==> src/rtl/ucie_sb_pkg.sv <==
// Shared constants for the MBINIT sideband transmit path: LTSM message codes,
// UCIe message-without-data header fields and the header builder.
package ucie_sb_pkg;

    // LTSM message codes offered on i_msg_code
    localparam logic [3:0] MSG_NONE                = 4'd0;
    localparam logic [3:0] MSG_PARAM_REQ           = 4'd1;
    localparam logic [3:0] MSG_PARAM_RESP          = 4'd2;
    localparam logic [3:0] MSG_CAL_DONE_REQ        = 4'd3;
    localparam logic [3:0] MSG_CAL_DONE_RESP       = 4'd4;
    localparam logic [3:0] MSG_REPAIRCLK_INIT_REQ  = 4'd5;
    localparam logic [3:0] MSG_REPAIRCLK_INIT_RESP = 4'd6;

    // MsgCode values: requests and responses share a subcode
    localparam logic [7:0] MSGCODE_MBINIT_REQ  = 8'hA5;
    localparam logic [7:0] MSGCODE_MBINIT_RESP = 8'hAA;

    localparam logic [7:0] SUBCODE_PARAM          = 8'h00;
    localparam logic [7:0] SUBCODE_CAL_DONE       = 8'h02;
    localparam logic [7:0] SUBCODE_REPAIRCLK_INIT = 8'h03;

    localparam logic [15:0] MSGINFO_NONE = 16'h0000;

    // Fixed header fields for a message without data
    localparam logic [4:0] SB_OPCODE_MSG_NO_DATA = 5'b10010;
    localparam logic [2:0] SB_SRCID              = 3'b010;
    localparam logic [2:0] SB_DSTID              = 3'b110;

    // Header field offsets
    localparam int OPCODE_LSB  = 0;
    localparam int MSGCODE_LSB = 14;
    localparam int SRCID_LSB   = 29;
    localparam int SUBCODE_LSB = 32;
    localparam int INFO_LSB    = 40;
    localparam int DSTID_LSB   = 56;
    localparam int CP_BIT      = 62;
    localparam int DP_BIT      = 63;

    localparam int HDR_W = 64;

    typedef enum logic [1:0] {
        TX_IDLE,
        TX_SEND0,
        TX_SEND1,
        TX_DONE
    } tx_state_e;

    // Assemble a full header; CP is even parity over every bit below it, DP stays 0
    function automatic logic [HDR_W-1:0] build_header(
        input logic [7:0]  msg_code,
        input logic [7:0]  msg_subcode,
        input logic [15:0] msg_info
    );
        logic [HDR_W-1:0] hdr;
        hdr = '0;
        hdr[OPCODE_LSB +: 5]  = SB_OPCODE_MSG_NO_DATA;
        hdr[MSGCODE_LSB +: 8] = msg_code;
        hdr[SRCID_LSB +: 3]   = SB_SRCID;
        hdr[SUBCODE_LSB +: 8] = msg_subcode;
        hdr[INFO_LSB +: 16]   = msg_info;
        hdr[DSTID_LSB +: 3]   = SB_DSTID;
        hdr[CP_BIT]           = ^hdr[CP_BIT-1:0];
        hdr[DP_BIT]           = 1'b0;
        return hdr;
    endfunction

endpackage

==> src/rtl/sb_msg_encode.sv <==
// Combinational encoder: LTSM message code -> mapped flag and complete
// 64-bit sideband header (including control parity).
module sb_msg_encode
    import ucie_sb_pkg::*;
(
    input  logic [3:0]       i_msg_code,
    output logic             o_mapped,
    output logic [HDR_W-1:0] o_hdr
);

    logic       mapped;
    logic [7:0] msg_code;
    logic [7:0] msg_subcode;

    // Look up MsgCode/MsgSubcode; anything outside the MBINIT set is unmapped
    always_comb begin
        mapped      = 1'b1;
        msg_code    = 8'h00;
        msg_subcode = 8'h00;
        case (i_msg_code)
            MSG_PARAM_REQ: begin
                msg_code    = MSGCODE_MBINIT_REQ;
                msg_subcode = SUBCODE_PARAM;
            end
            MSG_PARAM_RESP: begin
                msg_code    = MSGCODE_MBINIT_RESP;
                msg_subcode = SUBCODE_PARAM;
            end
            MSG_CAL_DONE_REQ: begin
                msg_code    = MSGCODE_MBINIT_REQ;
                msg_subcode = SUBCODE_CAL_DONE;
            end
            MSG_CAL_DONE_RESP: begin
                msg_code    = MSGCODE_MBINIT_RESP;
                msg_subcode = SUBCODE_CAL_DONE;
            end
            MSG_REPAIRCLK_INIT_REQ: begin
                msg_code    = MSGCODE_MBINIT_REQ;
                msg_subcode = SUBCODE_REPAIRCLK_INIT;
            end
            MSG_REPAIRCLK_INIT_RESP: begin
                msg_code    = MSGCODE_MBINIT_RESP;
                msg_subcode = SUBCODE_REPAIRCLK_INIT;
            end
            default: begin
                mapped = 1'b0;
            end
        endcase
    end

    assign o_mapped = mapped;
    assign o_hdr    = build_header(msg_code, msg_subcode, MSGINFO_NONE);

endmodule

==> src/rtl/mbinit_sb_msg_tx.sv <==
// MBINIT sideband transmit bridge: accepts a level-held LTSM message code,
// registers the encoded header and serializes it to the sideband PHY with a
// valid/ready handshake, then pulses o_falling_edge_busy once per send.
module mbinit_sb_msg_tx
    import ucie_sb_pkg::*;
#(
    parameter int DATA_W = 32
)
(
    input  logic              CLK,
    input  logic              rst_n,
    input  logic [3:0]        i_msg_code,
    input  logic              i_msg_valid,
    output logic [DATA_W-1:0] o_sb_data,
    output logic              o_sb_valid,
    input  logic              i_sb_ready,
    output logic              o_busy,
    output logic              o_falling_edge_busy,
    output logic              o_code_err
);

    if ((DATA_W != 32) && (DATA_W != 64)) begin : g_bad_data_w
        $error("mbinit_sb_msg_tx: DATA_W must be 32 or 64");
    end

    localparam int NUM_BEATS = (DATA_W == 32) ? 2 : 1;

    logic             enc_mapped;
    logic [HDR_W-1:0] enc_hdr;

    sb_msg_encode u_encode (
        .i_msg_code (i_msg_code),
        .o_mapped   (enc_mapped),
        .o_hdr      (enc_hdr)
    );

    tx_state_e         state_q, state_d;
    logic              busy_q, busy_d;
    logic              sb_valid_q, sb_valid_d;
    logic [DATA_W-1:0] sb_data_q, sb_data_d;
    logic [DATA_W-1:0] hi_beat_q, hi_beat_d;
    logic [3:0]        code_q, code_d;
    logic              hold_q, hold_d;
    logic              feb_q, feb_d;
    logic              code_err_q, code_err_d;

    logic handshake;
    logic hold_block;
    logic finish;

    // A beat leaves only while we drive valid; ready alone does nothing
    assign handshake  = sb_valid_q && i_sb_ready;
    // The hold only blocks the exact request that was last served
    assign hold_block = hold_q && i_msg_valid && (i_msg_code == code_q);

    // Next-state, header latch and beat mux for the transmit FSM
    always_comb begin
        state_d    = state_q;
        busy_d     = busy_q;
        sb_valid_d = sb_valid_q;
        sb_data_d  = sb_data_q;
        hi_beat_d  = hi_beat_q;
        code_d     = code_q;
        hold_d     = hold_q;
        feb_d      = 1'b0;
        code_err_d = 1'b0;
        finish     = 1'b0;

        if (!hold_block) begin
            hold_d = 1'b0;
        end

        case (state_q)
            TX_IDLE: begin
                if (i_msg_valid && !hold_block) begin
                    code_d = i_msg_code;
                    if (enc_mapped) begin
                        busy_d     = 1'b1;
                        sb_valid_d = 1'b1;
                        sb_data_d  = enc_hdr[DATA_W-1:0];
                        hi_beat_d  = enc_hdr[HDR_W-1 -: DATA_W];
                        state_d    = TX_SEND0;
                    end else begin
                        code_err_d = 1'b1;
                        hold_d     = 1'b1;
                    end
                end
            end
            TX_SEND0: begin
                if (handshake) begin
                    if (NUM_BEATS == 2) begin
                        sb_data_d = hi_beat_q;
                        state_d   = TX_SEND1;
                    end else begin
                        finish = 1'b1;
                    end
                end
            end
            TX_SEND1: begin
                if (handshake) begin
                    finish = 1'b1;
                end
            end
            TX_DONE: begin
                state_d = TX_IDLE;
            end
            default: begin
                state_d = TX_IDLE;
            end
        endcase

        if (finish) begin
            busy_d     = 1'b0;
            sb_valid_d = 1'b0;
            sb_data_d  = '0;
            feb_d      = 1'b1;
            hold_d     = 1'b1;
            state_d    = TX_DONE;
        end
    end

    // FSM and registered outputs; reset abandons any packet without a busy-fall pulse
    always_ff @(posedge CLK) begin
        if (!rst_n) begin
            state_q    <= TX_IDLE;
            busy_q     <= 1'b0;
            sb_valid_q <= 1'b0;
            sb_data_q  <= '0;
            hi_beat_q  <= '0;
            code_q     <= MSG_NONE;
            hold_q     <= 1'b0;
            feb_q      <= 1'b0;
            code_err_q <= 1'b0;
        end else begin
            state_q    <= state_d;
            busy_q     <= busy_d;
            sb_valid_q <= sb_valid_d;
            sb_data_q  <= sb_data_d;
            hi_beat_q  <= hi_beat_d;
            code_q     <= code_d;
            hold_q     <= hold_d;
            feb_q      <= feb_d;
            code_err_q <= code_err_d;
        end
    end

    assign o_sb_data           = sb_data_q;
    assign o_sb_valid          = sb_valid_q;
    assign o_busy              = busy_q;
    assign o_falling_edge_busy = feb_q;
    assign o_code_err          = code_err_q;

endmodule

==> config.mk <==
export PLATFORM = sky130hd
export DESIGN_NAME = mbinit_sb_msg_tx
export DESIGN_NICKNAME = d
export VERILOG_FILES = /design/src/rtl/ucie_sb_pkg.sv /design/src/rtl/sb_msg_encode.sv /design/src/rtl/mbinit_sb_msg_tx.sv
export SDC_FILE = /design/constraint.sdc
export NUM_CORES = 1
export LEC_CHECK = 0
export BUFFER_PORTS_ARGS = -buffer_cell sky130_fd_sc_hd__buf_2
export CAP_MARGIN = 5
export CORE_AREA = 2 2 65 67
export CTS_CLUSTER_DIAMETER = 40
export CTS_CLUSTER_SIZE = 16
export DETAILED_ROUTE_END_ITERATION = 10
export DIE_AREA = 0 0 67 69
export PLACE_DENSITY = 0.52
export SLEW_MARGIN = 25
export SYNTH_ARGS = -nofsm -noshare
export SYNTH_HDL_FRONTEND = slang
export SYNTH_SLANG_ARGS = --single-unit
==> constraint.sdc <==
create_clock -name CLK -period 5.05 [get_ports CLK]
set_clock_uncertainty 0.1 [all_clocks]
set_input_delay 0.2525 -clock CLK [delete_from_list [all_inputs] [get_ports CLK]]
set_output_delay 0.2525 -clock CLK [all_outputs]
set_load 0.01 [all_outputs]
==> flow_summary.toml, run 1 <==
[sta]
slew_violations = 0
fin_crit_sh = 0.380
fin_crit_ps = 1920
rsz0062_at_grt = "no"
finalSetupViolCount = 0
max_freq_mhz = 521
tns_ps = 0
worst_slew_pin_slew_ps = 699
finalHoldViolCount = 0
slew_headroom = 0.534

[pwr]
p_per_area_nw_per_um2 = 318
vdd_drop_max_mv = 0.0978
power.leakage_nw = 0.570
finalPower_mw = 0.409

[cells_and_area]
final_nets = 160
final_cell_area_um2 = 1290
post_route_cells_drive_above_1_share = 0.219
post-route-util = 0.329
final_cell_mix = "buf_2 (23), dfxtp_1 (22), conb_1 (20)"
area_growth_pct = 6.86
diodes = 0
final_common_cell = "buf_2"

[cts]
clk_latency_ps = 260
cts_buffers = 3
htree_levels = 1
post_cts_buffers = 0
cts_hold_buffers = 0
clock-root-buffer = "clkbuf_8"
cts_tree = "yes"
cts_sinks = 22
clockBufferDepth = 2
clkTransAtPathRegs_ps = 80
cts_resized = 0

[die]
fp.dieArea_um2 = 4620
core-area_um2 = 3910
pin_count = 44
start_util = 0.308
std_cell_rows = 23
dieWidth_um = 67
die-height_um = 69

[route]
ant_nets = 0
wirelength_um = 2210
wire_per_inst_um = 11.0
dr_total_vias = 873
first_pass_iters = 4
drtIter0Drc = 60
drc = 0
viasPerCell = 4.34

[global_routing]
antenna_found_initial = 0
overflow = 0
use_met3 = 0.0131
grt_pass1_wl_um = 3700
grt_usage = 0.100
grt_pass1_vias = 844
use_met2 = 0.179
grt_max_degree = 18
use_met1 = 0.114
top_usage_layer = "met2"

[yosys]
synth_cells = 137
yosys_warnings = 0
yosysSeqAreaShare = 0.366
ys_ff_latch = 22
synth_area_um2 = 1200
yosysUniqueCellTypes = 33
avgSynthCellArea_um2 = 8.79

[placed_design]
port_buffers = 23
dp_hpwl_um = 1660
gp_congestion = 0.756
place_area_um2 = 1210

[critical_path]
r2r-start = "state_q[0]$_SDFFE_PN0P_"
required_ps = 5090
worst_path_largest_cell_delay_ps = 670
crit_chain = "nor2_1, nand2_1, a311oi_4, nor3b_1, nor3_1"
start_kind = "register"
crit_path_start = "state_q[0]$_SDFFE_PN0P_"
slowest_stage = "a311oi_4"
critPathArrivalTime_ps = 1960
path_max_fanout = 17
path_class = "reg -> reg"
endpoint_kind = "register"

[outcome]
status = "complete, no violations"

[hold_path]
min_from = "i_msg_valid"
hold_path_class = "in -> reg"

[job]
cap_violations = 0
synth_stat cells, drive strengths merged:
master | instances | area [µm²]
nor3 | 4 | 20.0
buf | 29 | 226
a222oi | 1 | 10.0
o211ai | 1 | 7.51
xor2 | 1 | 8.76
mux2i | 4 | 40.0
nor2b | 2 | 12.5
nand2 | 6 | 22.5
xnor2 | 2 | 17.5
clkbuf | 3 | 11.3
or2 | 1 | 6.26
nand2b | 2 | 12.5
nand3b | 2 | 15.0
inv | 6 | 22.5
nor4b | 1 | 8.76
and3 | 2 | 17.5
a311oi | 1 | 26.3
nor3b | 1 | 7.51
a211oi | 3 | 22.5
a21oi | 7 | 35.0
dfxtp | 22 | 440
nand4b | 3 | 26.3
o31ai | 3 | 22.5
mux2 | 1 | 11.3
nand3 | 6 | 30.0
a31oi | 2 | 12.5
nor2 | 18 | 67.6
conb | 1 | 3.75
a2111oi | 1 | 27.5
or3 | 1 | 11.3
layer usage:
layer	routed length, µm	vias to the layer above
met5	0	-
met4	29	0
met3	109	2
met2	1090	23
met1	979	398
li1	-	450
flip-flops by register name (all words and copies together) (netlist names):
register and flops:
o_sb_data 8, code_q 4, hi_beat_q 4, state_q 2
hold_q 1, o_code_err 1, o_falling_edge_busy 1, o_sb_valid 1
kinds of logic after synthesis:
logic type / after synthesis / share of synthesized area
buffers and inverters: 38 / 0.216
xor gates and xnor gates: 3 / 0.0218
AOI/OAI and AO/OA: 19 / 0.136
muxes: 5 / 0.0426
and+or+nand+nor: 49 / 0.214
DFF: 22 / 0.366
other: 1 / 0.00312
power by group:
group | internal, mW | switching [mW]
combinational | 0.0205 | 0.0376
sequential | 0.182 | 0.00506
clock | 0.106 | 0.0576
worst max-delay path: cells and delay by family, from the launching register on:
family	cells	cell delay, ps
AND/OR/NAND/NOR	4	680
AO/OA/AOI/OAI	1	670
flip-flops	1	340
path summary, 6_finish.rpt:
kind / depth (start not counted) / slack [ps] / to
hold reg to reg: 2 / 380 / hi_beat_q[0]$_SDFFE_PN0P_
hold / removal: 3 / 190 / state_q[0]$_SDFFE_PN0P_
setup / recovery: 5 / 3130 / hi_beat_q[30]$_SDFFE_PN0P_
setup reg to reg: 5 / 3130 / hi_beat_q[30]$_SDFFE_PN0P_
area by class of cell:
cell class                      count  area (µm²)
Clock inverter                      1        30.0
Timing Repair Buffer               23         115
Inverter                            6        22.5
Tap cell                           50        62.6
Clock buffer                        3        41.3
Fill cell                         443        2630
Multi-Input combinational cell     96         574
Sequential cell                    22         440
stage by stage:
step / worst slack [ps] / cells / hold slack (ps)
global route: 2930 / 201 / 213
CTS: 3100 / 201 / 183
floorplan: 3260 / 156 / 293
global placement: 2930 / 197 / 359
finish: 3130 / 201 / 191
detailed placement: 2910 / 197 / 361
Power figures use the tool's default switching activity.
==> run 2: changes to the inputs <==
- PLACE_DENSITY: 0.52 -> 0.54
- clock period: 5.05 -> 1.55 ns (I/O delays scaled with it)
==> run 2 against run 1 <==
  * Non-clock buffer count up 25
  * Count of clock-buffer cells in the layout unchanged
  * Register-to-register slack got worse by 3200 ps
  * Sequential share of layout area fell by 5.3 points
  * Fmax up 17%
  * Largest cell class unchanged
  * Cell area increased by 20%
  * Sequential cell count is the same
  * Critical endpoint is now hi_beat_q[1]$_SDFFE_PN0P_
  * The run now ends with negative setup slack left
  * Sequential power grew to 3.3 times the previous value
  * Combinational power grew to 4.6 times the previous value
==> flow_summary.toml, run 2 (same netlist as run 1, synthesis figures left out) <==
[global_routing]
antenna_found_initial = 0
grt_max_degree = 14
grt_usage = 0.109
overflow = 0
grt_pass1_vias = 895
grt_pass1_wl_um = 3950

[route]
first_pass_iters = 4
ant_nets = 0
drtIter0Drc = 29
drc = 0
wire_per_inst_um = 11.1
wirelength_um = 2500
viasPerCell = 4.34
dr_total_vias = 980

[die]
dieWidth_um = 67
fp.dieArea_um2 = 4620
pin_count = 44
die-height_um = 69
start_util = 0.308
core-area_um2 = 3910
std_cell_rows = 23

[critical_path]
required_ps = 1590
reg2reg_depth = 7
start_kind = "register"
crit_chain = "buf_4, a222oi_1, buf_4, a311oi_4, buf_6, mux2i_1, nor2_1"
r2r_slack_ps = -90
path_class = "reg -> reg"
critPathArrivalTime_ps = 1680
worst_path_most_repeated_cell = "buf_4"
worst_path_largest_cell_delay_ps = 360
slowest_stage = "a311oi_4"
path_max_fanout = 8
endpoint_kind = "register"

[cells_and_area]
diodes = 0
post-route-util = 0.393
final_nets = 185
final_cell_mix = "buf_2 (23), buf_4 (23), conb_1 (20)"
largest_reg_flops = 8
area_growth_pct = 27.9
post_route_cells_drive_above_1_share = 0.432

[sta]
fin_crit_ps = 1640
slew_violations = 0
fin_crit_sh = 1.06
finalSetupViolCount = 10
worst_slack_ps = -92.5
max_freq_mhz = 609
finalHoldViolCount = 0
rsz0062_at_grt = "yes"

[outcome]
status = "complete, but fails checks"
violations = "negative setup slack"

[cts]
clockBufferDepth = 2
clock-root-buffer = "clkbuf_8"
cts_tree = "yes"
cts_sinks = 22
clkTransAtPathRegs_ps = 80
cts_buffers = 3
cts_hold_buffers = 0
htree_levels = 1
clk_latency_ps = 260

[pwr]
p_per_area_nw_per_um2 = 921
power.leakage_nw = 0.705
vdd_drop_max_mv = 0.299

[placed_design]
dp_hpwl_um = 1900
gp_congestion = 0.832
port_buffers = 23
pre_cts_slack_ps = -195

[job]
cap_violations = 0

[hold_path]
hold_depth = 3
hold_path_class = "in -> reg"
## run 2: cell types whose count changed in the layout (fill, tap and decap cells not counted), sizes merged
cell	delta
buf	+25
## run 2: layout make-up
cell class / instances / area, µm²
tap: 50 / 62.6
sequential: 22 / 445
timing repair buffer: 48 / 310
inverter: 6 / 22.5
multi-input combinational: 96 / 627
fill: 427 / 2370
clock buffer: 3 / 41.3
clock inverter: 1 / 30.0
## run 2: stage by stage
| stage | TNS, ps | instance area [µm²] | hold slack (ps) | cells | total power, mW |
|---|---|---|---|---|---|
| floorplan | -739 | 1270 | 118 | 156 | 0.817 |
| global placement | -771 | 1370 | 279 | 217 | 0.854 |
| detailed placement | -1440 | 1370 | 291 | 217 | 0.860 |
| CTS | -564 | 1470 | 15.6 | 222 | 1.40 |
| global route | -2060 | 1540 | 24.2 | 226 | 1.48 |
| finish | -519 | 1540 | 16.5 | 226 | 1.42 |
## run 2: critical path: cells and delay by family (launching register included)
family / cells / cell delay (ps)
and+or+nand+nor: 1 / 50
AOI/OAI and AO/OA: 2 / 410
DFF: 1 / 340
muxes: 1 / 180
buffers and inverters: 3 / 440
## run 2: power breakdown
| group | switching [mW] | internal (mW) |
|---|---|---|
| logic | 0.145 | 0.123 |
| clock network | 0.190 | 0.345 |
| registers | 0.0186 | 0.596 |
## run 2: layer usage
layer / part of all wire / vias up / GRT usage
met5: 0 / - / 0
met4: 0.011 / 0 / 0.0408
met3: 0.052 / 4 / 0.0196
met2: 0.52 / 30 / 0.204
met1: 0.42 / 451 / 0.117
li1: - / 495 / -
## run 2: timing repair
action	CTS	global route
setup buffers	1	4
resized for setup	9	14
pin swaps	4	12
endpoints found under the setup margin	17	19
## run 2: path summary, 6_finish.rpt
| kind | startpoint | to |
|---|---|---|
| worst max register to register | code_q[2]$_SDFFE_PN0P_ | hi_beat_q[1]$_SDFFE_PN0P_ |
| worst max-delay path | code_q[2]$_SDFFE_PN0P_ | hi_beat_q[1]$_SDFFE_PN0P_ |
| worst min register to register | hi_beat_q[0]$_SDFFE_PN0P_ | hi_beat_q[0]$_SDFFE_PN0P_ |
| worst min-delay path | i_msg_valid | state_q[0]$_SDFFE_PN0P_ |
==> run 3: changes to the inputs <==
- RECOVER_POWER: unset -> 50
==> run 3 against run 2 <==
  * The run still ends with negative setup slack left
  * First-iteration DRC count decreased by 6.9%
  * Largest cell class unchanged
  * Sequential power hardly changed
  * Via count unchanged
  * Critical path depth did not move
  * Cell area decreased by 0.73%
  * Power decreased by 0.15%
  * Utilization decreased by 0.29 points
==> flow_summary.toml, run 3 (same netlist as run 1, synthesis figures left out) <==
[outcome]
status = "complete, but fails checks"
violations = "negative setup slack"

[route]
drc = 0
viasPerCell = 4.34
dr_total_vias = 980
wirelength_um = 2510
ant_nets = 0
wire_per_inst_um = 11.1
drtIter0Drc = 27
first_pass_iters = 4

[cts]
clkTransAtPathRegs_ps = 80
cts_tree = "yes"
htree_levels = 1
clockBufferDepth = 2
cts_buffers = 3
clock-root-buffer = "clkbuf_8"
clk_latency_ps = 260
cts_sinks = 22
cts_hold_buffers = 0

[critical_path]
required_ps = 1590
start_kind = "register"
crit_chain = "buf_4, a222oi_1, buf_4, a311oi_4, buf_6, mux2i_1, nor2_1"
path_max_fanout = 8
critPathArrivalTime_ps = 1680
worst_path_most_repeated_cell = "buf_4"
endpoint_kind = "register"
worst_path_largest_cell_delay_ps = 360
slowest_stage = "a311oi_4"
crit_buf_inv = 3
cpLargestDelayFamily = "buffers and inverters"
crit_path_start = "code_q[2]$_SDFFE_PN0P_"
path_class = "reg -> reg"
r2r-start = "code_q[2]$_SDFFE_PN0P_"

[pwr]
vdd_drop_max_mv = 0.299
p_int_mw = 1.06
p_per_area_nw_per_um2 = 926
swShare = 0.250
power.leakage_nw = 0.668
power_switching_mw = 0.354
p_seq_frac = 0.435
combPwrFrac = 0.187
p_clk_frac = 0.378

[hold_path]
min_from = "i_msg_valid"
hold_path_class = "in -> reg"

[sta]
worst_slack_ps = -92.5
finalSetupViolCount = 11
fin_crit_ps = 1640
max_freq_mhz = 609
rsz0062_at_grt = "yes"
fin_crit_sh = 1.06
whs_ps = 16.5
finalHoldViolCount = 0
slew_violations = 0

[global_routing]
grt_pass1_wl_um = 3950
antenna_found_initial = 0
overflow = 0
grt_usage = 0.109
grt_pass1_vias = 895
grt_max_degree = 14

[cells_and_area]
area_growth_pct = 26.9
seq_area_um2 = 445
diodes = 0
final_common_cell = "buf_4"
post-route-util = 0.390
nFillCells = 429
largest_reg_flops = 8
post_route_cells_drive_above_1_share = 0.381
fin_cells = 226
final_nets = 185
final_cell_mix = "buf_4 (23), conb_1 (20), dfxtp_1 (18)"
multi_input_area_um2 = 627

[die]
std_cell_rows = 23
core-area_um2 = 3910
die-height_um = 69
fp.dieArea_um2 = 4620
dieWidth_um = 67
pin_count = 44
start_util = 0.308

[placed_design]
port_buffers = 23
gp_congestion = 0.832
place_inst = 217
dp_hpwl_um = 1900

[job]
cap_violations = 0
[run 3: per-stage QoR]
| stage | TNS (ps) | total power [mW] | setup WS [ps] | instance area (µm²) |
|---|---|---|---|---|
| 6_report | -520 | 1.41 | -92.5 | 1530 |
| 5_1_grt | -2060 | 1.48 | -191 | 1530 |
| 4_1_cts | -564 | 1.40 | -106 | 1470 |
| 3_5_place_dp | -1440 | 0.860 | -195 | 1370 |
| 3_3_place_gp | -771 | 0.854 | -104 | 1370 |
| 2_1_floorplan | -739 | 0.817 | -85.0 | 1270 |
[run 3: power by group through the flow]
stage | clock, mW | sequential [mW] | combinational [mW]
floorplan | 0 | 0.628 | 0.188
global placement | 0 | 0.622 | 0.232
detailed placement | 0 | 0.624 | 0.237
CTS | 0.549 | 0.612 | 0.244
global route | 0.574 | 0.620 | 0.287
finish | 0.535 | 0.615 | 0.265
[run 3: layer usage]
layer | vias to the layer above | part of all wire | GRT usage
met5 | - | 0 | 0
met2 | 30 | 0.52 | 0.204
met3 | 4 | 0.053 | 0.0196
li1 | 495 | - | -
met4 | 0 | 0.011 | 0.0408
met1 | 451 | 0.42 | 0.117
[run 3: worst register-to-register path: cells and delay by family (launching register included)]
family	cells	cell delay, ps
AOI/OAI and AO/OA	2	410
buffers and inverters	3	440
DFF	1	340
muxes	1	180
and+or+nand+nor	1	50
[run 3: timing repair]
action / 4_1_cts / 5_1_grt
endpoints found under the setup margin: 17 / 19
gates resized for setup: 9 / 14
pin swaps: 4 / 12
setup buffers: 1 / 4
cloned: 0 / 0
[run 3: layout make-up]
cell class / instances / share of cell area
clock buffer: 3 / 0.0270
clock inverter: 1 / 0.0197
inverter: 6 / 0.0147
multi-input combinational: 96 / 0.410
sequential: 22 / 0.292
tap: 50 / 0.0409
timing repair buffer: 48 / 0.196
[run 3: path summary, 6_finish.rpt]
check / end / slack, ps / depth (start not counted)
max: hi_beat_q[1]$_SDFFE_PN0P_ / -90 / 7
min: state_q[0]$_SDFFE_PN0P_ / 20 / 3
max reg2reg: hi_beat_q[1]$_SDFFE_PN0P_ / -90 / 7
min reg2reg: hi_beat_q[0]$_SDFFE_PN0P_ / 370 / 2
